## src/rtl/muldiv_ctrl_if.sv

```systemverilog
// Request/response bundle between the pipeline and the multiply/divide unit.
// The master side (pipeline) drives the request fields.
// The slave side (muldiv_ctrl) drives status and the HI/LO registers.
interface muldiv_ctrl_if;
   logic        i_start;
   logic [2:0]  i_op;
   logic        i_cancel;
   logic [31:0] i_a;
   logic [31:0] i_b;
   logic        o_busy;
   logic        o_done;
   logic [31:0] o_hi;
   logic [31:0] o_lo;

   modport master (
      output i_start, i_op, i_cancel, i_a, i_b,
      input  o_busy, o_done, o_hi, o_lo
   );

   modport slave (
      input  i_start, i_op, i_cancel, i_a, i_b,
      output o_busy, o_done, o_hi, o_lo
   );
endinterface

```

## src/rtl/muldiv_ctrl.sv

```systemverilog
// Iterative MIPS-style multiply/divide unit with HI/LO registers.
// Every mul/div operation takes a fixed 33 busy cycles:
//   - 32 radix-2 iterations in CALC;
//   - one FIN cycle that applies the sign fix-up and writes HI/LO.
// Signed operations work on operand magnitudes and correct the signs at the end.
module muldiv_ctrl (
   input  logic         clk,
   input  logic         rst_n,
   muldiv_ctrl_if.slave bus
);
   localparam logic [2:0] OP_MULT  = 3'b000;
   localparam logic [2:0] OP_MULTU = 3'b001;
   localparam logic [2:0] OP_DIV   = 3'b010;
   localparam logic [2:0] OP_DIVU  = 3'b011;
   localparam logic [2:0] OP_MTHI  = 3'b100;
   localparam logic [2:0] OP_MTLO  = 3'b101;

   typedef enum logic [1:0] {IDLE = 2'b00, CALC = 2'b01, FIN = 2'b10} state_t;

   state_t      r_state;
   state_t      w_state_nxt;
   logic [4:0]  r_cnt;
   logic        r_is_div;
   logic        r_neg_q;
   logic        r_neg_r;
   logic [63:0] r_acc;
   logic [31:0] r_opnd;
   logic [31:0] r_hi;
   logic [31:0] r_lo;
   logic        r_done;

   logic        w_accept;
   logic        w_mthi;
   logic        w_mtlo;
   logic        w_step;
   logic        w_finish;

   logic        w_signed;
   logic        w_op_div;
   logic        w_div_zero;
   logic        w_a_neg;
   logic        w_b_neg;
   logic [31:0] w_a_mag;
   logic [31:0] w_b_mag;

   logic [32:0] w_mul_sum;
   logic [63:0] w_mul_nxt;
   logic [32:0] w_rem_sh;
   logic        w_rem_ge;
   logic [31:0] w_rem_sub;
   logic [63:0] w_div_nxt;

   logic [63:0] w_prod;
   logic [31:0] w_res_hi;
   logic [31:0] w_res_lo;

   // FSM next-state and per-cycle control strobes; cancel always takes priority
   always_comb begin
      w_state_nxt = r_state;
      w_accept    = 1'b0;
      w_mthi      = 1'b0;
      w_mtlo      = 1'b0;
      w_step      = 1'b0;
      w_finish    = 1'b0;
      case (r_state)
         IDLE: begin
            if (bus.i_start && !bus.i_cancel) begin
               case (bus.i_op)
                  OP_MULT, OP_MULTU, OP_DIV, OP_DIVU: begin
                     w_accept    = 1'b1;
                     w_state_nxt = CALC;
                  end
                  OP_MTHI: w_mthi = 1'b1;
                  OP_MTLO: w_mtlo = 1'b1;
                  default: w_state_nxt = IDLE;
               endcase
            end else begin
               w_state_nxt = IDLE;
            end
         end
         CALC: begin
            if (bus.i_cancel) begin
               w_state_nxt = IDLE;
            end else begin
               w_step = 1'b1;
               if (r_cnt == 5'd31) begin
                  w_state_nxt = FIN;
               end else begin
                  w_state_nxt = CALC;
               end
            end
         end
         FIN: begin
            if (bus.i_cancel) begin
               w_state_nxt = IDLE;
            end else begin
               w_finish    = 1'b1;
               w_state_nxt = IDLE;
            end
         end
         default: w_state_nxt = IDLE;
      endcase
   end

   // Operand preparation at accept: magnitudes and sign flags.
   // Divide-by-zero keeps the raw dividend, so the unsigned loop returns
   // quotient all-ones and remainder = a with no sign fix-up needed.
   always_comb begin
      w_signed   = (bus.i_op == OP_MULT) || (bus.i_op == OP_DIV);
      w_op_div   = (bus.i_op == OP_DIV) || (bus.i_op == OP_DIVU);
      w_div_zero = w_op_div && (bus.i_b == 32'd0);
      w_a_neg    = w_signed && bus.i_a[31] && !w_div_zero;
      w_b_neg    = w_signed && bus.i_b[31] && !w_div_zero;
      w_a_mag    = w_a_neg ? (32'd0 - bus.i_a) : bus.i_a;
      w_b_mag    = w_b_neg ? (32'd0 - bus.i_b) : bus.i_b;
   end

   // One radix-2 iteration of each datapath.
   // Multiply: r_acc = {partial product, multiplier}.
   // Divide:   r_acc = {remainder, dividend/quotient}.
   always_comb begin
      w_mul_sum = {1'b0, r_acc[63:32]} + (r_acc[0] ? {1'b0, r_opnd} : 33'd0);
      w_mul_nxt = {w_mul_sum, r_acc[31:1]};
      w_rem_sh  = {r_acc[63:32], r_acc[31]};
      w_rem_ge  = (w_rem_sh >= {1'b0, r_opnd});
      w_rem_sub = w_rem_sh[31:0] - r_opnd;
      if (w_rem_ge) begin
         w_div_nxt = {w_rem_sub, r_acc[30:0], 1'b1};
      end else begin
         w_div_nxt = {w_rem_sh[31:0], r_acc[30:0], 1'b0};
      end
   end

   // Final sign correction of the magnitude result
   always_comb begin
      w_prod = r_neg_q ? (64'd0 - r_acc) : r_acc;
      if (r_is_div) begin
         w_res_lo = r_neg_q ? (32'd0 - r_acc[31:0])  : r_acc[31:0];
         w_res_hi = r_neg_r ? (32'd0 - r_acc[63:32]) : r_acc[63:32];
      end else begin
         w_res_hi = w_prod[63:32];
         w_res_lo = w_prod[31:0];
      end
   end

   // FSM state register
   always_ff @(posedge clk or negedge rst_n) begin
      if (!rst_n) begin
         r_state <= IDLE;
      end else begin
         r_state <= w_state_nxt;
      end
   end

   // Operand latch, iteration datapath, HI/LO writes and the done pulse
   always_ff @(posedge clk or negedge rst_n) begin
      if (!rst_n) begin
         r_cnt    <= 5'd0;
         r_is_div <= 1'b0;
         r_neg_q  <= 1'b0;
         r_neg_r  <= 1'b0;
         r_acc    <= 64'd0;
         r_opnd   <= 32'd0;
         r_hi     <= 32'd0;
         r_lo     <= 32'd0;
         r_done   <= 1'b0;
      end else begin
         r_done <= w_finish;
         if (w_accept) begin
            r_cnt    <= 5'd0;
            r_is_div <= w_op_div;
            r_neg_q  <= w_a_neg ^ w_b_neg;
            r_neg_r  <= w_a_neg;
            if (w_op_div) begin
               r_acc  <= {32'd0, w_a_mag};
               r_opnd <= w_b_mag;
            end else begin
               r_acc  <= {32'd0, w_b_mag};
               r_opnd <= w_a_mag;
            end
         end else if (w_step) begin
            r_cnt <= r_cnt + 5'd1;
            r_acc <= r_is_div ? w_div_nxt : w_mul_nxt;
         end
         if (w_finish) begin
            r_hi <= w_res_hi;
            r_lo <= w_res_lo;
         end else if (w_mthi) begin
            r_hi <= bus.i_a;
         end else if (w_mtlo) begin
            r_lo <= bus.i_a;
         end
      end
   end

   assign bus.o_busy = (r_state != IDLE);
   assign bus.o_done = r_done;
   assign bus.o_hi   = r_hi;
   assign bus.o_lo   = r_lo;
endmodule

```

## src/flat_wrapper.sv

```systemverilog
// flat-port wrapper written by rule: the top's interface ports become plain ports
module muldiv_ctrl_flat 
  (clk, rst_n, bus_i_start, bus_i_op, bus_i_cancel, bus_i_a, bus_i_b, bus_o_busy, bus_o_done, bus_o_hi, bus_o_lo);
  muldiv_ctrl_if bus_i ();
  input  logic clk;
  input  logic rst_n;
  input wire logic [$bits(bus_i.i_start)-1:0] bus_i_start;
  input wire logic [$bits(bus_i.i_op)-1:0] bus_i_op;
  input wire logic [$bits(bus_i.i_cancel)-1:0] bus_i_cancel;
  input wire logic [$bits(bus_i.i_a)-1:0] bus_i_a;
  input wire logic [$bits(bus_i.i_b)-1:0] bus_i_b;
  output wire logic [$bits(bus_i.o_busy)-1:0] bus_o_busy;
  output wire logic [$bits(bus_i.o_done)-1:0] bus_o_done;
  output wire logic [$bits(bus_i.o_hi)-1:0] bus_o_hi;
  output wire logic [$bits(bus_i.o_lo)-1:0] bus_o_lo;
  assign bus_i.i_start = bus_i_start;
  assign bus_i.i_op = bus_i_op;
  assign bus_i.i_cancel = bus_i_cancel;
  assign bus_i.i_a = bus_i_a;
  assign bus_i.i_b = bus_i_b;
  assign bus_o_busy = bus_i.o_busy;
  assign bus_o_done = bus_i.o_done;
  assign bus_o_hi = bus_i.o_hi;
  assign bus_o_lo = bus_i.o_lo;
  muldiv_ctrl u_core (.clk(clk), .rst_n(rst_n), .bus(bus_i));
endmodule
```

## config.mk

```make
export PLATFORM = sky130hd
export DESIGN_NAME = muldiv_ctrl_flat
export DESIGN_NICKNAME = d
export VERILOG_FILES = /design/src/rtl/muldiv_ctrl_if.sv /design/src/rtl/muldiv_ctrl.sv /design/src/flat_wrapper.sv
export SDC_FILE = /design/constraint.sdc
export NUM_CORES = 1
export LEC_CHECK = 0
export BUFFER_PORTS_ARGS = -buffer_cell sky130_fd_sc_hd__buf_2
export CORE_AREA = 2 2 210 191
export DETAILED_ROUTE_END_ITERATION = 12
export DIE_AREA = 0 0 212 193
export PLACE_DENSITY_LB_ADDON = 0.08
export SLEW_MARGIN = 40
export SYNTH_ARGS = -nofsm -noshare
export SYNTH_HDL_FRONTEND = slang
export SYNTH_SLANG_ARGS = --single-unit
```

## constraint.sdc

```tcl
create_clock -name clk -period 7.7 [get_ports clk]
set_input_delay 0.77 -clock clk [delete_from_list [all_inputs] [get_ports clk]]
set_output_delay 0.77 -clock clk [all_outputs]
set_load 0.03 [all_outputs]
```

==> results of run 1 <==
[per-layer routing]
layer	wire [um]	share of wire [%]	global-route usage, %
met1	28400	48	42.2
met2	26400	44	44.7
met3	3390	5.7	4.66
met4	1300	2.2	8.59
met5	0	0	0
[power groups by stage]
stage,Sequential (W),Combinational [W],Clock [W]
after floorplan,0.00151,0.00244,0
after global placement,0.00158,0.00344,0
after detailed placement,0.00158,0.00342,0
after CTS,0.00157,0.00344,0.000863
after global routing,0.00162,0.00384,0.000894
final,0.00158,0.00349,0.000853
[final timing paths]
path | start | end | slack (ns) | cells after the start
max | u_core.r_acc[0]$_DFFE_PN0P_ | u_core.r_acc[63]$_DFFE_PN0P_ | 3.39 | 13
min | rst_n | u_core.r_acc[38]$_DFFE_PN0P_ | 0.29 | 1
max reg2reg | u_core.r_acc[0]$_DFFE_PN0P_ | u_core.r_acc[63]$_DFFE_PN0P_ | 3.39 | 13
min reg2reg | u_core.r_opnd[2]$_DFFE_PN0P_ | u_core.r_opnd[2]$_DFFE_PN0P_ | 0.49 | 2
max in group asynchronous | rst_n | u_core.r_is_div$_DFFE_PN0P_ | 6.36 | 2
min in group clk | u_core.r_opnd[2]$_DFFE_PN0P_ | u_core.r_opnd[2]$_DFFE_PN0P_ | 0.49 | 2
[stage by stage]
stage / total power, W / utilization (%) / cell area [um2] / instances / hold slack [ns]
floorplan: 0.00395 / - / 15300 / 1986 / 0.456
global placement: 0.00502 / 41.8 / 16300 / 2533 / 0.476
detailed placement: 0.00500 / 41.9 / 16300 / 2534 / 0.477
CTS: 0.00587 / 43.3 / 16800 / 2566 / 0.296
global route: 0.00635 / 43.3 / 16900 / 2567 / 0.312
finish: 0.00593 / 43.3 / 16900 / 2567 / 0.288
[cells in the final DEF, fill, tap and decap left out, types with 22 or more instances in the layout]
cell and count:
o211ai_1 58, a21o_1 24, nand3_1 32, a21oi_1 148, xor2_1 77, nor3_1 28, dfrtp_1 169, nand2_1 289
o31ai_1 28, xnor2_1 90, ha_1 70, buf_2 135, mux2i_1 73, inv_1 63, o21ai_0 174, or3_1 22
a31oi_1 36, nor2_1 161
[cell families after synthesis]
kind of cell / after synthesis / share of synthesized area, %
compound gates: 616 / 25.6
fa+ha+maj: 72 / 5.98
mux: 77 / 5.06
xor+xnor: 167 / 9.54
buf+inv: 203 / 5.30
simple gates: 680 / 20.6
flops: 171 / 27.9
[area by class of cell]
cell class	instances	area (um2)
fillers	4013	22100
multi-input cells	1612	10300
flip-flops and latches	171	4280
repair buffers	156	862
well taps	532	666
clock buffers	19	443
inverters	64	240
clock inverters	13	95.1
[registers in the layout, summed over array words and instances (netlist names)]
register and count:
u_core.r_cnt 5, u_core.bus.o_done 1, u_core.bus.o_hi 32, u_core.r_is_div 1, u_core.r_neg_q 1, u_core.r_acc 64, u_core.bus.o_lo 32, u_core.r_state 2
u_core.r_neg_r 1, u_core.r_opnd 32
==> impl_results.md, run 1 <==
* DRC at 0
* Post-cts resize count at 0
* Synthesized flop and latch total at 171
* Gate Count Post-Synth at 1,986
* Crit path DAT at 4.62 ns
* Post-synthesis sequential area ratio at 27.9%
* Number of global-route vias before repair at 14,246
* Nets at 2,165
* Place WS at 3.44 ns
* Max cap viols at 0
* Skew-Pair Late Insertion Delay at 0.48 ns
* Period Utilization, post-route at 55.9%
* Final worst slack at 3.39 ns
* Final setup viols at 0
* Slew margin rel. at 39.8%
* Vias/cell at 6.01
* Startpoint types: register
* Clock network power share at 14.4%
* Post-synth EDFFs at 0
* Hold WC Path Type: in -> async
* Worst slew pin tran at 0.901 ns
* Power Density at 351 nW/um2
* Synth cell types at 85
* Die Width at 212 um
* Main area contributors after synthesis: dfrtp_1 28%, nand2_1 7.1%, ha_1 5.7%
* Async SR Flop Fraction at 100%
* IO Port Bufs at 136
* Synth Cell Area at 15,300 um2
* Ys flop type: dfrtp_1
* Largest net degree at the start of global routing at 68
* Area added between synthesis and finish at 10.1%
* Global Route Usage Sum at 29.2%
* Max frequency at 232 MHz
* CTS clk-pin slew, worst paths at 0.08 ns
* CTS tree: built
* P_int at 0.00286 W
* Initial drt markers at 1,333
* Diode count at 0
* Peak supply drop at 0.147 mV
* WL/cell at 23.2 um
* Placer Congestion at 0.932
* Setup TNS at 0 ns
* Crit path required time at 8.02 ns
* Detailed Route WL at 59,500 um
* Clk sinks at 171
* Post-synth top cells: 291 x nand2_1, 174 x o21ai_0, 171 x dfrtp_1
* CP Class: reg -> reg
* Slowest CP cell: a2111oi_0
* Seq pwr share at 26.7%
* Detailed Place HPWL at 44,800 um
* Count leader, synth: nand2_1
* Logic pwr share at 58.9%
* Postcts setup bufs at 0
* Rows at 69
* Worst Skew at 0.0111 ns
* Worst path bufs/invs at 2
* Total CTS buffers at 17
* Switching power at 0.00307 W
* Top-area cell type share of the netlist area at 27.9%
* Crit path max-delay family: compound AO/OA/AOI/OAI gates
* Pins Over Slew Limit at 0
* Min cycle time layout at 4.31 ns
* Pleak at 7.13 nW
* Clock root cell: clkbuf_16
* Remaining antenna violation count at 0
* Remaining Overflow, GRT at 0
* Yosys warnings at 0
* Avg Inst Size Synth at 7.72 um2
* Layout cells sized above 1 at 11.6%
* First-pass GRT wire length at 89,400 um
* Pre-antenna DRT Iters at 5
* Final Hold Vio Count at 0
* Synth Net Count at 2,129
* Full die area at 40,900 um2
* Max FO, Critical Path at 32
* Status: completed
* Sw frac at 51.7%
* Unrepaired setup endpoints after global routing: false
* CTS H-tree lvls at 4
* Total number of vias at 15,421
* Core Area at 38,900 um2
* Crit path largest cell delay at 0.78 ns
* Die height at 193 um
* Initial Util at 39.4%
* Antenna violations before repair at 0
* Largest area contributor in the netlist: dfrtp_1
* CP endpoint kind: register
* Crit path cell chain: inv_1 -> buf_4 -> nor2_1 -> ha_1 -> nand2b_1 -> a21oi_1 -> o21ai_0 -> a211oi_2 -> a2111oi_0 -> nor2_1 -> a31oi_1 -> o21a_1 -> a31oi_1
* Hold buffer count at cts at 0
* Ports at 137
* Buffer levels on the longest clock path at 2
Note: power is estimated with default switching activity, not from simulation.
==> run 2: changes to the inputs <==
==> constraint.sdc (replaced) <==
create_clock -name clk -period 4.4 [get_ports clk]
set_input_delay 0.44 -clock clk [delete_from_list [all_inputs] [get_ports clk]]
set_output_delay 0.44 -clock clk [all_outputs]
set_load 0.03 [all_outputs]
==> run 2 against run 1 <==
Combinational power grew 80%. Setup slack lost 2.9 ns. Flip-flop and latch count is the same. First-iteration DRC count grew 2.6%. Wire length shrank 2.3%. Total power grew 78%. Clock-buffer cell count grew 4. Critical path depth grew 1. Core utilization grew 0.61 points. Largest power group unchanged. Highest routed layer unchanged.
==> impl_results.md, run 2 (same netlist as run 1, synthesis figures left out) <==
* Status: completed
* R2r endpoint: u_core.r_acc[59]$_DFFE_PN0P_
* Area added between synthesis and finish at 11.7%
* CP endpoint kind: register
* Total CTS buffers at 17 (unchanged)
* WL/cell at 22.4 um (-3.2%)
* DRC at 0 (unchanged)
* Full die area at 40,900 um2 (unchanged)
* Pins Over Slew Limit at 0 (unchanged)
* Final worst slack at 0.458 ns (-2.94 ns)
* Skew-Pair Late Insertion Delay at 0.47 ns (about the same)
* Layout cells sized above 1 at 12.2% (+0.64 points)
* Power Density at 615 nW/um2 (+75%)
* Detailed Place HPWL at 44,700 um (-0.18%)
* CP Class: reg -> reg
* Rows at 69 (unchanged)
* Final setup viols at 0 (unchanged)
* Largest net degree at the start of global routing at 84 (+24%)
* Min cycle time layout at 3.94 ns (-0.364 ns)
* Peak supply drop at 0.307 mV (+110%)
* Worst Skew at 0.00942 ns (-0.00171 ns)
* CTS clk-pin slew, worst paths at 0.07 ns (about the same)
* Slew margin rel. at 44.8% (+5.0 points)
* R2R Path Start: u_core.r_acc[0]$_DFFE_PN0P_
* Crit path DAT at 4.28 ns (-0.34 ns)
* Initial drt markers at 1,367 (+2.6%)
* Clock root cell: clkbuf_16
* Worst R2R Path Depth at 14 (+1)
* Diode count at 0 (unchanged)
* Biggest register: u_core.r_acc
* First-pass GRT wire length at 87,200 um (-2.5%)
* Clk sinks at 171 (unchanged)
* Global Route Usage Sum at 28.3% (-0.87 points)
* Hold depth at 3
* Placer Congestion at 0.931 (-0.11%)
* R2r setup slk at 0.46 ns (-2.94 ns)
* Most frequent cells in the layout: 289 x nand2_1, 174 x o21ai_0, 169 x dfrtp_1
* Startpoint types: register
* Hold WC Path Type: in -> reg
* Die height at 193 um (unchanged)
* Buffer levels on the longest clock path at 2 (unchanged)
* Vias/cell at 5.89 (-1.9%)
* Core Area at 38,900 um2 (unchanged)
* Unrepaired setup endpoints after global routing: false
* Setup TNS at 0 ns (unchanged)
* Antenna violations before repair at 0 (unchanged)
* Detailed Route WL at 58,100 um (-2.3%)
* Max FFs per register at 64 (unchanged)
* Commonest non-fill, non-tap cell in the layout: nand2_1
* CTS tree: built
* Remaining Overflow, GRT at 0 (unchanged)
* CTS H-tree lvls at 4 (unchanged)
* Max FO, Critical Path at 10 (-69%)
* Period Utilization, post-route at 89.6% (+34 points)
* Pre-antenna DRT Iters at 6 (+1)
* Worst hold start: bus_i_a[27]
* Die Width at 212 um (unchanged)
* Total number of vias at 15,266 (-1.0%)
* Max frequency at 254 MHz (+9.2%)
* Ports at 137 (unchanged)
* Final Hold Vio Count at 0 (unchanged)
* Nets at 2,191 (+1.2%)
* Place WS at 0.589 ns (-2.85 ns)
* IO Port Bufs at 136 (unchanged)
* Hold path endpoint: u_core.bus.o_lo[27]$_DFFE_PN0P_
* Initial Util at 39.4% (unchanged)
* Remaining antenna violation count at 0 (unchanged)
* Pleak at 7.30 nW (+2.3%)
* Crit path required time at 4.74 ns (-3.28 ns)
* Max cap viols at 0 (unchanged)
* Worst slew pin tran at 0.824 ns (-0.0769 ns)
* Number of global-route vias before repair at 14,164 (-0.58%)
==> run 2: cell types whose count changed in the layout (fill, tap and decap cells not counted), sizes merged <==
cell and delta:
dlygate4sd3 +1, clkbuf +4, buf +25, bufinv +2, clkinv -2, clkinvlp -3, inv -3
==> run 2: per-layer routing <==
metal,up-vias,part of all wire (%),GRT usage (%)
met2,503,44,43.6
met4,0,2.1,7.37
met3,61,6.3,5.90
met1,7424,47,40.3
met5,-,0,0
li1,7278,-,-
==> run 2: timing repair <==
item / in CTS / in global routing
gates resized for setup: 0 / 0
hold endpoints to repair: 0 / 18
setup buffers: 0 / 0
hold buffers: 0 / 1
==> run 2: worst max-delay path by stage <==
stage	startpoint	end	slack, ns
2_1_floorplan	u_core.r_acc[0]$_DFFE_PN0P_	u_core.r_acc[60]$_DFFE_PN0P_	0.85
3_3_place_gp	u_core.r_acc[0]$_DFFE_PN0P_	u_core.r_acc[60]$_DFFE_PN0P_	0.66
3_5_place_dp	u_core.r_acc[0]$_DFFE_PN0P_	u_core.r_acc[60]$_DFFE_PN0P_	0.59
4_1_cts	u_core.r_acc[0]$_DFFE_PN0P_	u_core.r_acc[60]$_DFFE_PN0P_	0.56
5_1_grt	u_core.r_acc[0]$_DFFE_PN0P_	u_core.r_acc[59]$_DFFE_PN0P_	0.19
6_report	u_core.r_acc[0]$_DFFE_PN0P_	u_core.r_acc[59]$_DFFE_PN0P_	0.46
==> run 2: per-stage QoR <==
step,cells,total power (W),util [%],area (um2),hold WS (ns)
after global routing,2591,0.0113,44.0,17100,0.270
after CTS,2589,0.0105,43.9,17100,0.0350
after detailed placement,2559,0.00885,42.4,16500,0.479
after global placement,2557,0.00886,42.3,16500,0.472
final,2591,0.0105,44.0,17100,0.278
after floorplan,1986,0.00692,-,15300,0.144
==> run 2: layout make-up <==
class	count	area [um2]
Multi-Input combinational cell	1612	10300
Fill cell	4043	21800
Inverter	64	240
Clock inverter	7	92.6
Timing Repair Buffer	182	1100
Tap cell	532	666
Clock buffer	23	468
Sequential cell	171	4280
==> run 2: critical path: stages (launching register included) <==
cell and delay (ns):
dfrtp_1 0.58, inv_1 0.17, buf_4 0.23, nor2_1 0.13, ha_1 0.29, a21oi_1 0.20, nand2_1 0.08, o21ai_0 0.54
a211oi_1 0.16, buf_4 0.20, a2111oi_0 0.63, nor2_1 0.20, xor2_1 0.18, o21ai_0 0.13, o21ai_0 0.10
==> run 2: where the power goes <==
group / switching, W / total (W) / internal (W)
Combinational: 0.00390 / 0.00629 / 0.00238
Clock: 0.000704 / 0.00156 / 0.000858
Sequential: 0.000684 / 0.00268 / 0.00200
Total: 0.00529 / 0.0105 / 0.00524
==> run 3: changes to the inputs <==
--- a/config.mk
+++ b/config.mk
@@ -5,10 +5,11 @@
 export SDC_FILE = /design/constraint.sdc
 export NUM_CORES = 1
 export LEC_CHECK = 0
+export ABC_AREA = 1
 export BUFFER_PORTS_ARGS = -buffer_cell sky130_fd_sc_hd__buf_2
-export CORE_AREA = 2 2 210 191
+export CORE_AREA = 2 2 226 206
 export DETAILED_ROUTE_END_ITERATION = 12
-export DIE_AREA = 0 0 212 193
+export DIE_AREA = 0 0 228 208
 export PLACE_DENSITY_LB_ADDON = 0.08
 export SLEW_MARGIN = 40
 export SYNTH_ARGS = -nofsm -noshare
==> run 3 against run 2 <==
First-iteration DRC count up 120%. Synthesized cell count increased by 54%. Global-route usage rose by 7.3 points. Flip-flop and latch count unchanged. Largest cell class unchanged. Combinational power up 32%. Core utilization rose by 0.25 points. Critical path type unchanged. Non-clock buffer count is 4 higher. Cell count increased by 46%. Wire length increased by 49%. Synthesized area grew 17%. Critical endpoint is now u_core.r_acc[39]$_DFFE_PN0P_.
==> impl_results.md, run 3 <==
* Largest net degree at the start of global routing at 76 (-9.5%)
* Number of global-route vias before repair at 19,233 (+36%)
* Clk sinks at 171 (unchanged)
* Peak supply drop at 0.296 mV (-3.5%)
* Sw frac at 58.0% (+7.7 points)
* Hold WC Path Type: in -> reg
* Switching power at 0.00740 W (+40%)
* CP Class: reg -> reg
* Total number of vias at 21,244 (+39%)
* Remaining Overflow, GRT at 0 (unchanged)
* Synthesized flop and latch total at 171 (unchanged)
* Worst Skew at 0.0118 ns (+0.00235 ns)
* DRC at 0 (unchanged)
* Detailed Place HPWL at 70,500 um (+58%)
* Post-synthesis sequential area ratio at 24.0% (-4.0 points)
* Detailed Route WL at 86,400 um (+49%)
* Crit path required time at 4.84 ns (+0.10 ns)
* Async SR Flop Fraction at 100% (unchanged)
* First-pass GRT wire length at 125,000 um (+44%)
* Die Width at 228 um (+7.5%)
* Worst slew pin tran at 0.933 ns (+0.110 ns)
* Synth Net Count at 3,194 (+50%)
* Yosys warnings at 0 (unchanged)
* Max cap viols at 0 (unchanged)
* Ports at 137 (unchanged)
* CTS tree: built
* Total CTS buffers at 17 (unchanged)
* Postcts setup bufs at 0 (unchanged)
* Logic pwr share at 64.9% (+5.2 points)
* Count leader, synth: nand2_1
* Synth Cell Area at 17,900 um2 (+17%)
* Initial drt markers at 3,005 (+120%)
* WHS at 0.300 ns (+0.0226 ns)
* Power Density at 642 nW/um2 (+4.4%)
* Setup TNS at 0 ns (unchanged)
* Slowest CP cell: dfrtp_1
* Post-synth EDFFs at 0 (unchanged)
* Seq pwr share at 21.5% (-4.0 points)
* Rows at 74 (+7.2%)
* Most frequent cells in the layout: 1,042 x nand2_1, 395 x inv_1, 346 x nor2_1
* Ys flop type: dfrtp_1
* Gate Count Post-Synth at 3,051 (+54%)
* Global Route Usage Sum at 35.6% (+7.3 points)
* Max FO, Critical Path at 39 (+29)
* Placer Congestion at 1.03 (+11%)
* CTS H-tree lvls at 4 (unchanged)
* Status: completed
* CP endpoint kind: register
* Max FFs per register at 64 (unchanged)
* Antenna violations before repair at 1 (+1)
* Clock network power share at 13.6% (-1.2 points)
* Nets at 3,301 (+51%)
* Layout cells sized above 1 at 8.77% (-3.5 points)
* Remaining antenna violation count at 0 (unchanged)
* Fill cells at 4,983 (+23%)
* Area added between synthesis and finish at 11.4%
* WL/cell at 22.9 um (+1.9%)
* Unrepaired setup endpoints after global routing: false
* CTS clk-pin slew, worst paths at 0.08 ns (about the same)
* Slew margin rel. at 37.1% (-7.7 points)
* Buffer levels on the longest clock path at 2 (unchanged)
* Main area contributors after synthesis: dfrtp_1 24%, nand2_1 22%, inv_1 8.3%
* Die height at 208 um (+7.8%)
* P_int at 0.00537 W (+2.5%)
* Final Hold Vio Count at 0 (unchanged)
* Avg Inst Size Synth at 5.85 um2 (-24%)
* Final setup viols at 0 (unchanged)
* Commonest non-fill, non-tap cell in the layout: nand2_1
* Pins Over Slew Limit at 0 (unchanged)
* Crit path largest cell delay at 0.70 ns (+0.07 ns)
* IO Port Bufs at 136 (unchanged)
* Initial Util at 39.7% (+0.32 points)
* Period Utilization, post-route at 73.9% (-16 points)
* Pleak at 10.3 nW (+41%)
* Biggest register: u_core.r_acc
* Full die area at 47,400 um2 (+16%)
* Most used cell, CP: nand2_1
* Skew-Pair Late Insertion Delay at 0.50 ns (+0.03 ns)
* Diode count at 0 (unchanged)
* Top-area cell type share of the netlist area at 24.0% (-4.0 points)
* Clock root cell: clkbuf_16
* Crit path DAT at 3.69 ns (-0.59 ns)
* Max frequency at 307 MHz (+21%)
* Pre-antenna DRT Iters at 6 (unchanged)
* Synth cell types at 45 (-47%)
* Min cycle time layout at 3.25 ns (-0.690 ns)
* Vias/cell at 5.62 (-4.6%)
* Crit path cell chain: ha_1 -> nand2_1 -> nor2_1 -> nand3_1 -> nor2_1 -> nand2_1 -> nand2_1 -> nor2_2 -> nand2_4 -> inv_2 -> nand2_1 -> nand3_1 -> nand3_1 -> nand2_1
* Core Area at 45,000 um2 (+16%)
* Largest area contributor in the netlist: dfrtp_1
* Startpoint types: register
* Post-synth top cells: 1,042 x nand2_1, 395 x inv_1, 347 x nor2_1
run 3: cell types whose count changed in the layout (fill, tap and decap cells not counted), sizes merged, moves of 73 or more:
cell / change
nor2: +199
xnor2: -78
nand3: +246
nand2: +762
mux2i: -73
inv: +348
run 3: critical path, delay by kind of cell, from the launching register on:
kind                     cells  cell delay, ns
adder cells (fa/ha/maj)      1            0.39
buffers and inverters        1            0.40
AND/OR/NAND/NOR             12            1.67
flip-flops                   1            0.70
run 3: worst paths after layout:
check	start	to	slack, ns	cells after the start
worst max-delay path	u_core.r_acc[35]$_DFFE_PN0P_	u_core.r_acc[39]$_DFFE_PN0P_	1.15	14
worst min-delay path	bus_i_b[31]	u_core.r_opnd[31]$_DFFE_PN0P_	0.30	3
worst max register to register	u_core.r_acc[35]$_DFFE_PN0P_	u_core.r_acc[39]$_DFFE_PN0P_	1.15	14
worst min register to register	u_core.r_cnt[3]$_DFFE_PN0P_	u_core.r_cnt[3]$_DFFE_PN0P_	0.48	1
max in group asynchronous	rst_n	u_core.r_is_div$_DFFE_PN0P_	2.95	4
min in group asynchronous	rst_n	u_core.r_acc[56]$_DFFE_PN0P_	0.36	2
run 3: stage by stage:
step / instance area (um2) / total power [W] / std cells / worst slack [ns] / utilization (%)
after floorplan: 17900 / 0.00788 / 3051 / 1.80 / -
after global placement: 19200 / 0.0107 / 3745 / 1.29 / 42.7
after detailed placement: 19200 / 0.0107 / 3745 / 1.24 / 42.7
after CTS: 19900 / 0.0125 / 3778 / 1.22 / 44.1
after global routing: 19900 / 0.0136 / 3779 / 0.950 / 44.2
final: 19900 / 0.0128 / 3779 / 1.15 / 44.2
run 3: layout make-up:
type                    count  area [um2]  area share, %
inverters                 407        1530           7.69
multi-input cells        2375       11600           58.3
flip-flops and latches    171        4280           21.5
well taps                 608         761           3.82
clock buffers              17         425           2.14
clock inverters            15         204           1.03
repair buffers            186        1100           5.52
run 3: kinds of logic (layout without fill, tap and decap cells):
group,count (synthesis),in the layout,share of synthesized area [%]
and+or+nand+nor,1803,1803,41.9
buffers and inverters,505,625,11.2
xor gates and xnor gates,57,57,2.80
adders and majority gates,72,72,5.13
DFF,171,171,24.0
AOI/OAI and AO/OA,443,443,15.0
run 3: metal layers:
layer,routed length (um),track usage (%)
met5,13,0
met3,9720,8.99
met2,35000,50.8
met4,3270,13.9
met1,38300,50.9
run 3: power groups by stage:
stage                     Clock (W)  Sequential, W  Combinational, W
after floorplan                   0        0.00276           0.00513
after global placement            0        0.00270           0.00804
after detailed placement          0        0.00272           0.00801
after CTS                   0.00175        0.00269           0.00805
after global routing        0.00181        0.00275           0.00905
final                       0.00173        0.00275           0.00829
run 3: what timing repair did:
item,in CTS,in global routing
hold endpoints to repair,13,0
gates resized for setup,0,0
hold buffers,1,0
